## src/rtl/vram_console_pkg.sv

```systemverilog
`default_nettype none
// ============================================================================
// Module      : vram_console_pkg
// Description : Shared types and constants for the VRAM text console.
// Revision    : 1.0
// ============================================================================
package vram_console_pkg;

    typedef enum logic [2:0] {
        ST_IDLE    = 3'd0,
        ST_PUT     = 3'd1,
        ST_SCR_RD  = 3'd2,
        ST_SCR_WR  = 3'd3,
        ST_CLR_ROW = 3'd4,
        ST_CLR_ALL = 3'd5
    } state_t;

    localparam logic [7:0] c_cr       = 8'h0D;
    localparam logic [7:0] c_lf       = 8'h0A;
    localparam logic [7:0] c_bs       = 8'h08;
    localparam logic [7:0] c_ff       = 8'h0C;
    localparam logic [7:0] c_print_lo = 8'h20;
    localparam logic [7:0] c_print_hi = 8'h7E;

    localparam int c_cols          = 64;
    localparam int c_words_per_row = c_cols / 2;

    function automatic logic is_printable(input logic [7:0] b);
        return (b >= c_print_lo) && (b <= c_print_hi);
    endfunction

endpackage
`default_nettype wire

```

## src/rtl/vram_console.sv

```systemverilog
`default_nettype none
// ============================================================================
// Module      : vram_console
// Description : Byte-stream text writer for the 64x40 character VRAM with
//               cursor tracking, auto-wrap and hardware scroll/clear.
// Revision    : 1.0
// ============================================================================
module vram_console
    import vram_console_pkg::*;
#(
    parameter logic [15:0] BASE  = 16'hF200,
    parameter int          COLS  = c_cols,
    parameter int          ROWS  = 40,
    parameter logic [7:0]  BLANK = 8'h20
) (
    input  logic        clk,
    input  logic        reset_n,
    input  logic        in_valid,
    input  logic [7:0]  in_data,
    output logic        in_ready,
    output logic        mem_en,
    output logic        mem_wr,
    output logic        mem_wide,
    output logic [15:0] mem_addr,
    output logic [15:0] mem_din,
    input  logic [15:0] mem_dout,
    input  logic        mem_ack,
    output logic        busy,
    output logic [5:0]  cur_col,
    output logic [5:0]  cur_row
);

    localparam int          WORDS_PER_ROW    = COLS / 2;
    localparam logic [5:0]  c_last_col       = 6'(COLS - 1);
    localparam logic [5:0]  c_last_row       = 6'(ROWS - 1);
    localparam logic [10:0] c_scroll_last    = 11'(WORDS_PER_ROW * (ROWS - 1) - 1);
    localparam logic [10:0] c_clr_last       = 11'(WORDS_PER_ROW * ROWS - 1);
    localparam logic [10:0] c_row_last_w     = 11'(WORDS_PER_ROW - 1);
    localparam logic [15:0] c_row_bytes      = 16'(COLS);
    localparam logic [15:0] c_last_row_base  = 16'(BASE + 16'(COLS * (ROWS - 1)));
    localparam logic [15:0] c_blank_word     = {BLANK, BLANK};

    state_t      r_state, w_state;
    logic [5:0]  r_col, w_col;
    logic [5:0]  r_row, w_row;
    logic [10:0] r_wcnt, w_wcnt;
    logic        r_en, w_en;
    logic        r_wr, w_wr;
    logic        r_wide, w_wide;
    logic [15:0] r_addr, w_addr;
    logic [15:0] r_din, w_din;      // doubles as the scroll read-holding register
    logic        w_adv;

    logic [15:0] w_cell_addr;
    logic [10:0] w_wcnt_inc;
    logic [15:0] w_word_off;
    logic [15:0] w_next_word_off;

    assign w_cell_addr     = BASE + 16'(r_row) * c_row_bytes + 16'(r_col);
    assign w_wcnt_inc      = r_wcnt + 11'd1;
    assign w_word_off      = {4'd0, r_wcnt, 1'b0};
    assign w_next_word_off = {4'd0, w_wcnt_inc, 1'b0};

    always_comb begin
        w_state = r_state;
        w_col   = r_col;
        w_row   = r_row;
        w_wcnt  = r_wcnt;
        w_en    = r_en;
        w_wr    = r_wr;
        w_wide  = r_wide;
        w_addr  = r_addr;
        w_din   = r_din;
        w_adv   = 1'b0;

        case (r_state)
            ST_IDLE: begin
                if (in_valid) begin
                    if (is_printable(in_data)) begin
                        w_state = ST_PUT;
                        w_en    = 1'b1;
                        w_wr    = 1'b1;
                        w_wide  = 1'b0;
                        w_addr  = w_cell_addr;
                        w_din   = {8'h00, in_data};
                    end else begin
                        case (in_data)
                            c_cr: w_col = 6'd0;
                            c_lf: w_adv = 1'b1;
                            c_bs: if (r_col != 6'd0) w_col = r_col - 6'd1;
                            c_ff: begin
                                w_state = ST_CLR_ALL;
                                w_wcnt  = 11'd0;
                                w_en    = 1'b1;
                                w_wr    = 1'b1;
                                w_wide  = 1'b1;
                                w_addr  = BASE;
                                w_din   = c_blank_word;
                            end
                            default: ;
                        endcase
                    end
                end
            end
            ST_PUT: begin
                if (mem_ack) begin
                    if (r_col == c_last_col) begin
                        w_col = 6'd0;
                        w_adv = 1'b1;
                    end else begin
                        w_col   = r_col + 6'd1;
                        w_state = ST_IDLE;
                        w_en    = 1'b0;
                    end
                end
            end
            ST_SCR_RD: begin
                if (mem_ack) begin
                    w_state = ST_SCR_WR;
                    w_wr    = 1'b1;
                    w_addr  = BASE + w_word_off;
                    w_din   = mem_dout;
                end
            end
            ST_SCR_WR: begin
                if (mem_ack) begin
                    if (r_wcnt == c_scroll_last) begin
                        w_state = ST_CLR_ROW;
                        w_wcnt  = 11'd0;
                        w_addr  = c_last_row_base;
                        w_din   = c_blank_word;
                    end else begin
                        w_state = ST_SCR_RD;
                        w_wcnt  = w_wcnt_inc;
                        w_wr    = 1'b0;
                        w_addr  = BASE + c_row_bytes + w_next_word_off;
                    end
                end
            end
            ST_CLR_ROW: begin
                if (mem_ack) begin
                    if (r_wcnt == c_row_last_w) begin
                        w_state = ST_IDLE;
                        w_en    = 1'b0;
                    end else begin
                        w_wcnt = w_wcnt_inc;
                        w_addr = r_addr + 16'd2;
                    end
                end
            end
            ST_CLR_ALL: begin
                if (mem_ack) begin
                    if (r_wcnt == c_clr_last) begin
                        w_state = ST_IDLE;
                        w_en    = 1'b0;
                        w_col   = 6'd0;
                        w_row   = 6'd0;
                    end else begin
                        w_wcnt = w_wcnt_inc;
                        w_addr = r_addr + 16'd2;
                    end
                end
            end
            default: begin
                w_state = ST_IDLE;
                w_en    = 1'b0;
            end
        endcase

        // Row advance from LF or from wrapping past the last column
        if (w_adv) begin
            if (r_row < c_last_row) begin
                w_row   = r_row + 6'd1;
                w_state = ST_IDLE;
                w_en    = 1'b0;
            end else begin
                w_state = ST_SCR_RD;
                w_wcnt  = 11'd0;
                w_en    = 1'b1;
                w_wr    = 1'b0;
                w_wide  = 1'b1;
                w_addr  = BASE + c_row_bytes;
            end
        end
    end

    always_ff @(posedge clk) begin
        if (!reset_n) begin
            r_state <= ST_IDLE;
            r_col   <= 6'd0;
            r_row   <= 6'd0;
            r_wcnt  <= 11'd0;
            r_en    <= 1'b0;
            r_wr    <= 1'b0;
            r_wide  <= 1'b0;
            r_addr  <= 16'd0;
            r_din   <= 16'd0;
        end else begin
            r_state <= w_state;
            r_col   <= w_col;
            r_row   <= w_row;
            r_wcnt  <= w_wcnt;
            r_en    <= w_en;
            r_wr    <= w_wr;
            r_wide  <= w_wide;
            r_addr  <= w_addr;
            r_din   <= w_din;
        end
    end

    assign in_ready = (r_state == ST_IDLE);
    assign busy     = (r_state != ST_IDLE);
    assign mem_en   = r_en;
    assign mem_wr   = r_wr;
    assign mem_wide = r_wide;
    assign mem_addr = r_addr;
    assign mem_din  = r_din;
    assign cur_col  = r_col;
    assign cur_row  = r_row;

endmodule
`default_nettype wire

```

## config.mk

```make
export PLATFORM = sky130hd
export DESIGN_NAME = vram_console
export DESIGN_NICKNAME = d
export VERILOG_FILES = /design/src/rtl/vram_console_pkg.sv /design/src/rtl/vram_console.sv
export SDC_FILE = /design/constraint.sdc
export NUM_CORES = 1
export LEC_CHECK = 0
export ABC_AREA = 1
export CAP_MARGIN = 20
export CORE_MARGIN = 5
export CORE_UTILIZATION = 25
export DETAILED_ROUTE_END_ITERATION = 10
export PLACE_DENSITY = 0.53
export SYNTH_ARGS = -nofsm -noshare
export SYNTH_HDL_FRONTEND = slang
export SYNTH_SLANG_ARGS = --single-unit
```

## constraint.sdc

```tcl
create_clock -name clk -period 2.15 [get_ports clk]
set_input_delay 0.645 -clock clk [delete_from_list [all_inputs] [get_ports clk]]
set_output_delay 0.645 -clock clk [all_outputs]
set_load 0.1 [all_outputs]
```

==> run_results.csv <==
group,metric,value,unit
layout,num-fill-cells,2149,
die,die_w,152,µm
layout,final_common_cell,"nand2_1",
global_route,top_usage_layer,"met2",
timing,fmax,476,MHz
global_route,use_met1,21.2,%
timing,finalHoldViolations,0,
power,p_leak,0.00344,µW
worst_setup_path,cp_slowest_cell,"dfxtp_1",
drt,routedWlPerCell,15.3,µm
power,vdd_drop_max,0.000858,V
drt,firstDrtPassIters,5,
timing,holdWs,0.468,ns
worst_setup_path,startpoint_type,"flop",
timing,fin_tns_setup,0,ns
worst_setup_path,required,1.50,ns
global_route,grt_pass1_vias,5804,
synth,syn_area,5030,µm²
layout,fin_area,7540,µm²
drt,first_iter_violations,488,
synth,synthArstFlopShare,0,%
worst_setup_path,crit_path_cell_trace,"nor2_4, nand2_2, inv_4, buf_4, buf_12",
layout,multiInputGateArea,3330,µm²
layout,area_delta_synth_final,49.9,%
timing,setup_viol,0,
worst_setup_path,cp_top_family,"buffers and inverters",
synth,synth.ff_latch_count,61,
global_route,antenna_found_initial,0,
synth,synth_nets,877,
worst_setup_path,path_max_fanout,7,
place,gp_congestion,0.905,
global_route,grt_use_met3,3.78,%
timing,finalCriticalPeriod,2.10,ns
worst_setup_path,crit_arrival,1.45,ns
synth,postSynthCellCount,837,
worst_setup_path,cp.buffers_inverters,3,
drt,viasPerCell,4.79,
die,start_util,25.6,%
die,design.die.area,23100,µm²
synth,ys_types,47,
status,status,"complete, no violations",
clock_network,clk-insertion-delay-late,0.35,ns
timing,relSlewSlack,66.3,%
layout,final_cell_mix,"nand2_1 (189), buf_4 (100), nor2_1 (98), inv_1 (91), nand3_1 (68)",
synth,synth_edf_count,0,
synth,yosysTopAreaCell,"dfxtp_1",
die,io_pins,77,
timing,worstMarginPinSlew,0.505,ns
layout,n_antenna_cell,0,
worst_setup_path,path_class,"reg -> out",
global_route,grt_pass1_wl,30700,µm
clock_network,cts_max_path_buffers,2,
timing,finalCritPeriodShare,97.7,%
layout,regArea,1250,µm²
drt,ant_nets,0,
synth,synth.top_cells.by_area,"dfxtp_1 (24%), nand2_1 (15%), nor2_1 (7.8%)",
layout,fin_cells,1264,
die,fp.dieH,152,µm
global_route,overflow,0,
clock_network,clkTransAtPathRegs,0.06,ns
timing,worst_slack,0.0500,ns
place,numPortBuffers,76,
synth,yosysSeqAreaShare,24.3,%
timing,slew_viol_final,0,
drt,drcViolationCount,0,
drt,wirelength,19300,µm
global_route,grt.total_usage,16.2,%
die,core,19700,µm²
clock_network,cts.sinks,61,
synth,synthFlopType,"dfxtp_1",
die,row_count,51,
run,maxCapViolCount,0,
synth,syn_area_per_cell,6.01,µm²
place,dp_cells,1246,
clock_network,root_buffer,"clkbuf_16",
place,dpl.hpwl,15100,µm
place,placed_area,7090,µm²
drt,vias,6056,
power,pwr_density_cell,1110,nW/µm²
timing,finalClockSkew,0.00750,ns
place,pre_cts_ws,-0.403,ns
hold_path,hold_class,"reg -> reg",
global_route,use_met2,27.0,%
layout,finalNetCount,1034,
clock_network,cts_inserted_buffers,9,
synth,yosysTopAreaCellShare,24.3,%
layout,layout-drive-gt1-share,26.2,%
synth,ys.warnings.count,0,
worst_setup_path,worstSetupEndpointType,"primary output",
clock_network,htree_levels,3,
worst_setup_path,max_stage_delay,0.39,ns
clock_network,cts_tree,"done",
global_route,grt_max_degree,25,
[power breakdown]
group,leakage (µW),total [µW],internal (µW),switching [µW]
clock network,0.000139,1450,820,625
registers,0.000505,1780,1380,398
logic,0.00279,5170,1810,3360
[routing by layer]
metal	vias to the layer above	part of all wire, %
met2	218	47
met3	23	6.7
met1	2734	45
met4	0	1.3
met5	-	0
li1	3081	-
[logic make-up (layout without fill, tap and decap cells)]
family,after synthesis,in the layout,synth area share (%)
DFF,61,61,24.3
buffers and inverters,137,299,11.4
AOI/OAI and AO/OA,170,170,19.0
and+or+nand+nor,446,446,40.4
xor gates and xnor gates,11,11,1.92
adders and majority gates,12,12,2.98
[cell type report]
type | instances | area share [%]
well taps | 265 | 4.40
repair buffers | 171 | 25.2
clock inverters | 6 | 0.631
flip-flops and latches | 61 | 16.6
multi-input cells | 639 | 44.2
repair inverters | 1 | 0.0664
inverters | 111 | 5.73
clock buffers | 10 | 3.17
[synth_stat cells, types with 6 or more instances]
cell and instances:
nand2_1 199, nor2_1 105, inv_1 94, nand3_1 71
o21ai_0 68, dfxtp_1 61, a21oi_1 57, nand4_1 17
nor3_1 13, ha_1 12, o22ai_1 11, buf_2 10
inv_2 10, a31oi_1 8, xor2_1 8, nand3_2 7
nor2_2 7, clkbuf_1 6, nand2_2 6, nand2_4 6
nor2_4 6, o211ai_1 6
[timing repair]
item / in CTS / in global routing
hold buffers: 0 / 0
pin swaps: 0 / 22
buffers inserted: 0 / 1
gates resized for setup: 3 / 51
setup endpoints to repair: 3 / 56
cloned: 0 / 1
[final timing paths]
path,startpoint,endpoint,depth (start not counted),slack (ns)
max,r_state[0],in_ready,5,0.05
min,mem_din[12],mem_din[12],2,0.47
max reg2reg,r_wcnt[8],r_state[0],13,0.11
min reg2reg,mem_din[12],mem_din[12],2,0.47
[sequential cells by signal, indices dropped and copies added (netlist names)]
register and flops:
mem_addr 16, mem_din 16, r_wcnt 11, cur_col 6
cur_row 6, r_state 3, mem_en 1, mem_wide 1
mem_wr 1
[worst reg2reg max path, cell delays in order, from the launching register on]
cell,delay (ns)
dfxtp_1,0.31
inv_1,0.13
ha_1,0.21
nand2_1,0.10
nor2_4,0.17
nand2_4,0.10
nand2_2,0.08
nand2_2,0.12
nor2_1,0.13
nand2_1,0.10
a21oi_4,0.20
nand2_2,0.10
a21oi_1,0.13
nor2_1,0.06
[per-stage QoR]
step / utilization, % / power, µW
2_1_floorplan: - / 4990
3_3_place_gp: 36.1 / 6910
3_5_place_dp: 36.1 / 6910
4_1_cts: 37.6 / 8400
5_1_grt: 38.4 / 8870
6_report: 38.4 / 8400
No activity file was read; power rests on OpenSTA's default activity.
